<file path="src/rtl/gcd_pkg.sv">
// Shared definitions for the GCD core and the job arbiter in front of it.
// Operand width and X-load hold time are the core's defaults.
package gcd_pkg;

    localparam int GCD_W           = 8;
    localparam int GCD_LOAD_CYCLES = 4;

    typedef enum logic [2:0] {
        IDLE,
        CHECK,
        MP_RST,
        START,
        LOAD_X,
        LOAD_Y,
        CAPTURE,
        RESP
    } job_state_e;

endpackage

</file>
<file path="src/rtl/gcd_job_arbiter_rr.sv">
// Round-robin priority picker: first set request at or above the
// pointer, wrapping, reported both one-hot and as an index.
module rr_arbiter #(
    parameter int N  = 4,
    parameter int IW = $clog2(N)
) (
    input  logic [N-1:0]  i_req,
    input  logic [IW-1:0] i_ptr,
    output logic [N-1:0]  o_grant,
    output logic [IW-1:0] o_idx,
    output logic          o_any
);

    logic [IW-1:0] w_pos;

    always_comb begin
        o_grant = '0;
        o_idx   = '0;
        o_any   = 1'b0;
        w_pos   = '0;
        for (int k = 0; k < N; k++) begin
            w_pos = IW'((int'(i_ptr) + k) % N);
            if (!o_any && i_req[w_pos]) begin
                o_any          = 1'b1;
                o_grant[w_pos] = 1'b1;
                o_idx          = w_pos;
            end
        end
    end

endmodule

</file>
<file path="src/rtl/gcd_job_arbiter.sv">
// Shares one GCD core among N requesters: picks a job round-robin,
// sequences the core through reset/start/load/halt, returns the result.
module gcd_job_arbiter
    import gcd_pkg::*;
#(
    parameter int N           = 4,
    parameter int W           = GCD_W,
    parameter int LOAD_CYCLES = GCD_LOAD_CYCLES,
    parameter int TIMEOUT     = 1023
) (
    input  logic           i_clk,
    input  logic           i_rst,
    input  logic [N-1:0]   i_req_valid,
    input  logic [N*W-1:0] i_req_x,
    input  logic [N*W-1:0] i_req_y,
    output logic [N-1:0]   o_req_ack,
    output logic [N-1:0]   o_rsp_done,
    output logic [W-1:0]   o_rsp_result,
    output logic           o_rsp_err,
    output logic           o_busy,
    output logic [W-1:0]   o_mp_data_in,
    output logic           o_mp_Enter,
    output logic           o_mp_Reset,
    output logic           o_mp_testStart,
    input  logic [W-1:0]   i_mp_dataOut,
    input  logic           i_mp_Halt
);

    localparam int IW = $clog2(N);
    localparam int LW = (LOAD_CYCLES > 1) ? $clog2(LOAD_CYCLES) : 1;
    localparam int TW = (TIMEOUT > 1) ? $clog2(TIMEOUT) : 1;

    job_state_e    r_state, w_next;
    logic [IW-1:0] r_ptr, r_idx, w_idx;
    logic [N-1:0]  w_grant;
    logic          w_any, w_accept, w_zero_op;
    logic          w_load_last, w_timeout;
    logic [W-1:0]  r_x, r_y, r_result;
    logic          r_err;
    logic [LW-1:0] r_load_cnt;
    logic [TW-1:0] r_to_cnt;

    rr_arbiter #(.N(N)) u_rr (
        .i_req   (i_req_valid),
        .i_ptr   (r_ptr),
        .o_grant (w_grant),
        .o_idx   (w_idx),
        .o_any   (w_any)
    );

    assign w_accept    = (r_state == IDLE) && w_any && !i_rst;
    assign w_zero_op   = (r_x == '0) || (r_y == '0);
    assign w_load_last = r_load_cnt == LW'(LOAD_CYCLES - 1);
    assign w_timeout   = r_to_cnt == TW'(TIMEOUT - 1);

    assign o_busy       = (r_state != IDLE) || w_accept;
    assign o_mp_Enter   = 1'b1;
    assign o_rsp_result = r_result;
    assign o_rsp_err    = r_err;

    always_ff @(posedge i_clk) begin
        if (i_rst) r_state <= IDLE;
        else       r_state <= w_next;
    end

    always_ff @(posedge i_clk) begin
        if (i_rst) begin
            r_ptr      <= '0;
            r_idx      <= '0;
            r_x        <= '0;
            r_y        <= '0;
            r_result   <= '0;
            r_err      <= 1'b0;
            r_load_cnt <= '0;
            r_to_cnt   <= '0;
        end else begin
            if (w_accept) begin
                r_idx <= w_idx;
                r_x   <= i_req_x[w_idx*W +: W];
                r_y   <= i_req_y[w_idx*W +: W];
                r_ptr <= (w_idx == IW'(N - 1)) ? '0 : w_idx + 1'b1;
            end
            r_load_cnt <= (r_state == LOAD_X) ? r_load_cnt + 1'b1 : '0;
            r_to_cnt   <= (r_state == LOAD_Y) ? r_to_cnt + 1'b1 : '0;
            if (r_state == CHECK && w_zero_op) begin
                r_result <= '0;
                r_err    <= 1'b1;
            end
            if (r_state == LOAD_Y && !i_mp_Halt && w_timeout) begin
                r_result <= '0;
                r_err    <= 1'b1;
            end
            if (r_state == CAPTURE) begin
                r_result <= i_mp_dataOut;
                r_err    <= 1'b0;
            end
        end
    end

    always_comb begin
        w_next         = r_state;
        o_req_ack      = '0;
        o_rsp_done     = '0;
        o_mp_Reset     = 1'b1;
        o_mp_testStart = 1'b0;
        o_mp_data_in   = '0;
        unique case (r_state)
            IDLE: begin
                if (w_accept) begin
                    o_req_ack = w_grant;
                    w_next    = CHECK;
                end
            end
            CHECK:   w_next = w_zero_op ? RESP : MP_RST;
            MP_RST: begin
                o_mp_testStart = 1'b1;
                w_next         = START;
            end
            START: begin
                o_mp_Reset     = 1'b0;
                o_mp_testStart = 1'b1;
                w_next         = LOAD_X;
            end
            LOAD_X: begin
                o_mp_Reset   = 1'b0;
                o_mp_data_in = r_x;
                if (w_load_last) w_next = LOAD_Y;
            end
            LOAD_Y: begin
                o_mp_Reset   = 1'b0;
                o_mp_data_in = r_y;
                if (i_mp_Halt)      w_next = CAPTURE;
                else if (w_timeout) w_next = RESP;
            end
            CAPTURE: begin
                o_mp_Reset = 1'b0;
                w_next     = RESP;
            end
            RESP: begin
                // a zero-operand job never lets the core out of reset
                o_mp_Reset        = w_zero_op;
                o_rsp_done[r_idx] = 1'b1;
                w_next            = IDLE;
            end
            default: w_next = IDLE;
        endcase
    end

endmodule

</file>
<file path="config.mk">
export PLATFORM = sky130hd
export DESIGN_NAME = gcd_job_arbiter
export DESIGN_NICKNAME = d
export VERILOG_FILES = /design/src/rtl/gcd_pkg.sv /design/src/rtl/gcd_job_arbiter_rr.sv /design/src/rtl/gcd_job_arbiter.sv
export SDC_FILE = /design/constraint.sdc
export NUM_CORES = 1
export LEC_CHECK = 0
export CAP_MARGIN = 20
export CELL_PAD_IN_SITES_DETAIL_PLACEMENT = 1
export CELL_PAD_IN_SITES_GLOBAL_PLACEMENT = 2
export CORE_ASPECT_RATIO = 2
export CORE_UTILIZATION = 25
export DETAILED_ROUTE_END_ITERATION = 8
export PLACE_DENSITY_LB_ADDON = 0.1
export SYNTH_ARGS = -nofsm -noshare
export SYNTH_HDL_FRONTEND = slang
export SYNTH_HIERARCHICAL = 1
export SYNTH_SLANG_ARGS = --single-unit
</file>
<file path="constraint.sdc">
create_clock -name i_clk -period 3.8 [get_ports i_clk]
set_input_delay 0.76 -clock i_clk [delete_from_list [all_inputs] [get_ports i_clk]]
set_output_delay 0.76 -clock i_clk [all_outputs]
set_load 0.1 [all_outputs]
</file>
==> results of run 1 <==
## critical path: stages
cell and delay [ns]:
clkdlybuf4s50_1 0.46, mux4_1 0.63, nor3_1 0.27, nand2b_1 0.17, and3_1 0.23, and2_1 0.21, buf_12 0.17
## sequential cells by signal, summed over array words and instances (netlist names)
signal	count
r_idx	2
o_rsp_err	1
r_to_cnt	10
r_ptr	2
r_x	8
o_rsp_result	8
r_state	3
r_load_cnt	2
r_y	8
## final timing paths
path,slack (ns),startpoint,depth (start not counted),end
max,0.13,i_req_valid[0],7,o_req_ack[3]
min,0.44,r_load_cnt[0],1,r_load_cnt[0]
max reg2reg,0.70,r_ptr[0],8,r_x[6]
min reg2reg,0.44,r_load_cnt[0],1,r_load_cnt[0]
## routing by layer
layer / vias up / part of all wire
li1: 1325 / -
met1: 1257 / 0.37
met2: 76 / 0.57
met3: 9 / 0.041
met4: 0 / 0.021
met5: - / 0
## per-stage QoR
| stage | util | hold slack [ns] |
|---|---|---|
| floorplan | - | 0.407 |
| global placement | 0.367 | 0.419 |
| detailed placement | 0.367 | 0.427 |
| CTS | 0.380 | 0.438 |
| global route | 0.382 | 0.451 |
| finish | 0.382 | 0.435 |
## synth_stat cells, drive strengths merged, types with 5 or more instances
library cell / instances / share of area
buf: 16 / 0.036
dfxtp: 44 / 0.31
and2: 5 / 0.011
ha: 9 / 0.040
nand3: 12 / 0.023
mux4: 20 / 0.16
a21oi: 7 / 0.014
a22oi: 8 / 0.021
inv: 11 / 0.015
o21ai: 35 / 0.062
clkbuf: 8 / 0.011
nor2: 30 / 0.041
mux2i: 12 / 0.043
nand2: 51 / 0.068
or4: 5 / 0.015
## power by group through the flow
stage                     registers (mW)  logic, mW  clock network (mW)
after floorplan                    0.687       1.40                   0
after global placement             0.666       1.89                   0
after detailed placement           0.669       1.91                   0
after CTS                          0.659       1.91               0.431
after global routing               0.672       2.07               0.448
final                              0.656       1.89               0.408
## layout make-up
class                      instances  area, um^2
timing repair buffer             116        1160
sequential                        44         881
inverter                          11        41.3
fill                            1301        6770
tap                              140         175
clock buffer                       6         129
multi-input combinational        239        1780
clock inverter                     1        5.00
## logic make-up after synthesis
logic type | count (synthesis) | share of synthesized area
buffers and inverters | 35 | 0.0612
adder cells (fa/ha/maj) | 9 | 0.0399
AND/OR/NAND/NOR | 129 | 0.223
XOR/XNOR | 7 | 0.0217
other | 1 | 0.00133
AO/OA/AOI/OAI | 59 | 0.127
flip-flops | 44 | 0.312
multiplexers | 34 | 0.213
==> impl_metrics.toml, run 1 <==
[run_status]
status = "finished, final reports clean"

[global_routing]
antenna_found_initial = 0
met3_usage = 0.0275
grt_pass1_wl_um = 13700
track_usage = 0.146
grt.met2_usage = 0.282
grt.met1_usage = 0.149
grt_max_degree = 39
grt_overflow = 0
grt_pass1_vias = 2772
grt.busiest_layer = "met2"

[cts]
clock_sinks = 44
clk_pin_slew_worst_paths_ns = 0.06
cts_resized = 0
clockBufferDepth = 2
tritoncts = "done"
clk_latency_ns = 0.29
postCtsSetupBuffers = 0
cts-root-buf = "clkbuf_16"
cts_buffers = 5
ctsHoldBuffers = 0
h-tree-depth = 2

[yosys]
syn_inst = 318
synth_nets = 406
ys_ff_latch = 44
yosysWarnings = 6
ys_types = 48
synth-edff-count = 0
synthArstFlopShare = 0
syn_area_um2 = 2820
synth-seq-area-share = 0.312
syn_area_per_cell_um2 = 8.87
synth_ff_type = "dfxtp_1"

[placed_design]
port_buffers = 106
dp.cells = 547
dp_slack_ns = 0.0266
place.gp.congestion = 0.737
hpwl_um = 6710
placed_area_um2 = 4020

[timing]
fin_tns_setup_ns = 0
fin_crit_ns = 3.67
tightestPinTransition_ns = 0.965
slew_headroom = 0.355
clock_skew_ns = 0.00448
timing.fmax_mhz = 273
min_period_over_period = 0.965
setup_viol_count_final = 0
fin_ws_ns = 0.134
drv_slew = 0
timing_hold_violations_final = 0
rsz0062_at_grt = "no"

[critical_path]
crit_arrival_ns = 2.91
critPathRequiredTime_ns = 3.04
cp-start-kind = "primary input"
crit_fanout = 5
crit_path_end_kind = "output pin"
critPathKind = "in -> out"

[floorplan]
die_x_um = 77.1
die_h_um = 152
top_level_ports = 108
initial_core_util = 0.258
row_count = 54
die-area_um2 = 11700
fp.coreArea_um2 = 10900

[min_path]
min-delay-path-class = "reg -> reg"

[pwr]
total_power_mw = 2.96
ir_drop_uv = 247
switchingPower_mw = 1.33
comb_power_share = 0.640
p_per_area_nw_per_um2 = 708
intPower_mw = 1.63
seq_power_share = 0.222
power.share.clock = 0.138
leakagePower_nw = 1.51
switching_share = 0.450

[route]
vias = 2667
routed_wl_um = 8260
drc_errors = 0
drt-initial-drc-count = 53
routedWlPerCell_um = 14.8
first_pass_iters = 4
ant_nets = 0
vias_per_cell = 4.79

[cells_and_area]
drive_above_1_share = 0.158
final_common_cell = "clkdlybuf4s50_1"
fin_nets = 505
fin_area_um2 = 4180
instances_no_fill = 557
layout_common_cells = "clkdlybuf4s50_1 (87), nand2_1 (51), dfxtp_1 (44)"
syn_to_final_growth_pct = 48.0
antenna_cells = 0

[flow_run]
maxCapViolations = 0
No activity file was read; power rests on OpenSTA's default activity.
==> run 2, diff against run 1 <==
--- a/config.mk
+++ b/config.mk
@@ -8,7 +8,6 @@
 export CAP_MARGIN = 20
 export CELL_PAD_IN_SITES_DETAIL_PLACEMENT = 1
 export CELL_PAD_IN_SITES_GLOBAL_PLACEMENT = 2
-export CORE_ASPECT_RATIO = 2
 export CORE_UTILIZATION = 25
 export DETAILED_ROUTE_END_ITERATION = 8
 export PLACE_DENSITY_LB_ADDON = 0.1
==> run 2 against run 1 <==
- routed wire length shrank 3.0%
- flip-flop and latch count stayed put
- sequential power grew 0.9%
- critical path type unchanged
- largest power group unchanged
==> impl_metrics.toml, run 2 (synthesis gave the netlist of run 1 again) <==
[cells_and_area]
fin_nets = 508
syn_to_final_growth_pct = 50.0
ff_latch_area_um2 = 881
regMostFlops = "r_to_cnt"
fin_area_um2 = 4230
postLayoutCoreUtil = 0.387
instances_no_fill = 561
largest_reg_flops = 10
antenna_cells = 0
multi_input_area_um2 = 1780
fillers = 1278
layout_common_cells = "clkdlybuf4s50_1 (87), nand2_1 (51), dfxtp_1 (44)"
drive_above_1_share = 0.171
final_common_cell = "clkdlybuf4s50_1"

[route]
first_pass_iters = 4
drc_errors = 0
routed_wl_um = 8010
ant_nets = 0
routedWlPerCell_um = 14.3
drt-initial-drc-count = 68
vias_per_cell = 4.81
vias = 2698

[critical_path]
crit_path_end_kind = "output pin"
critPathKind = "in -> out"
rr_worst_depth = 7
cp-start-kind = "primary input"
crit_fanout = 7
critPathRequiredTime_ns = 3.04
max_stage_delay_ns = 0.59
timing.rr.start = "r_ptr[0]"
critPathSlowestCell = "mux4_2"
worst-path-buf-inv = 2
rr_endpoint = "r_x[5]"
crit_arrival_ns = 2.95
r2r_setup_slack_ns = 0.72
cp_cell_sequence = "clkdlybuf4s50_1 > mux4_2 > nor3_1 > nand2b_1 > and3_1 > and2_1 > buf_12"
critical-path-top-delay-family = "simple AND/OR/NAND/NOR gates"

[floorplan]
die_x_um = 108
fp.coreArea_um2 = 10900
initial_core_util = 0.258
row_count = 38
die_h_um = 108
die-area_um2 = 11700
top_level_ports = 108

[cts]
clock_sinks = 44
tritoncts = "done"
cts-root-buf = "clkbuf_16"
cts_buffers = 5
clk_latency_ns = 0.29
h-tree-depth = 2
clk_pin_slew_worst_paths_ns = 0.06
clockBufferDepth = 2

[timing]
min_period_over_period = 0.977
drv_slew = 0
fin_tns_setup_ns = 0
clock_skew_ns = 0.00786
fin_hold_ws_ns = 0.433
timing_hold_violations_final = 0
slew_headroom = 0.353
fin_ws_ns = 0.0870
rsz0062_at_grt = "no"
setup_viol_count_final = 0
timing.fmax_mhz = 269
tightestPinTransition_ns = 0.967
fin_crit_ns = 3.71

[min_path]
min_path_cells = 1
min-delay-path-class = "reg -> reg"
hp-start = "r_load_cnt[0]"
holdPathEnd = "r_load_cnt[0]"

[global_routing]
track_usage = 0.146
grt_overflow = 0
grt_pass1_wl_um = 13300
grt_pass1_vias = 2702
grt_max_degree = 39
antenna_found_initial = 0

[placed_design]
placed_area_um2 = 4030
place.gp.congestion = 0.728
port_buffers = 106
dp_slack_ns = -0.0460
dp.cells = 550
hpwl_um = 6250

[run_status]
status = "finished, final reports clean"

[pwr]
ir_drop_uv = 295
leakagePower_nw = 1.54
p_per_area_nw_per_um2 = 728
total_power_mw = 3.08

[flow_run]
maxCapViolations = 0
## run 2: worst max-delay path by stage
| stage | start | to | slack [ns] | cells after the start |
|---|---|---|---|---|
| after floorplan | r_state[0] | o_rsp_done[0] | 0.07 | 3 |
| final | i_req_valid[2] | o_req_ack[1] | 0.09 | 7 |
| after global placement | i_req_valid[2] | r_y[1] | 0.02 | 7 |
| after detailed placement | i_req_valid[2] | r_y[1] | -0.05 | 7 |
| after global routing | i_req_valid[2] | o_req_ack[3] | 0.001 | 7 |
| after CTS | i_req_valid[2] | o_req_ack[1] | 0.06 | 7 |
## run 2: worst reg2reg max path, cell delays in order, from the launching register on
cell and delay (ns):
dfxtp_1 0.34, buf_4 0.23, mux4_2 0.63, o311ai_0 0.36, a32o_1 0.78, mux4_2 0.44, nand2_1 0.08, o21ai_0 0.08
## run 2: report_power, final
part	switching, mW	total (mW)	internal (mW)
Combinational	1.07	1.89	0.827
Sequential	0.100	0.662	0.562
Clock	0.179	0.525	0.346
Total	1.35	3.08	1.74
## run 2: per-layer routing
layer / GRT usage / vias up / wire length, um
li1: - / 1336 / -
met1: 0.185 / 1281 / 3630
met2: 0.237 / 77 / 3720
met3: 0.0470 / 4 / 585
met4: 0.0382 / 0 / 80
met5: 0 / - / 0
## run 2: layout make-up
| cell class | count | share of cell area |
|---|---|---|
| inverters | 11 | 0.00976 |
| flip-flops and latches | 44 | 0.208 |
| clock inverters | 1 | 0.00710 |
| multi-input cells | 239 | 0.420 |
| well taps | 140 | 0.0414 |
| repair buffers | 119 | 0.277 |
| clock buffers | 7 | 0.0361 |
## run 2: repair_timing
action,in CTS,in global routing
setup buffers,0,3
hold buffers,0,0
endpoints found under the hold margin,0,0
gates resized for setup,0,1
endpoints found under the setup margin,0,4
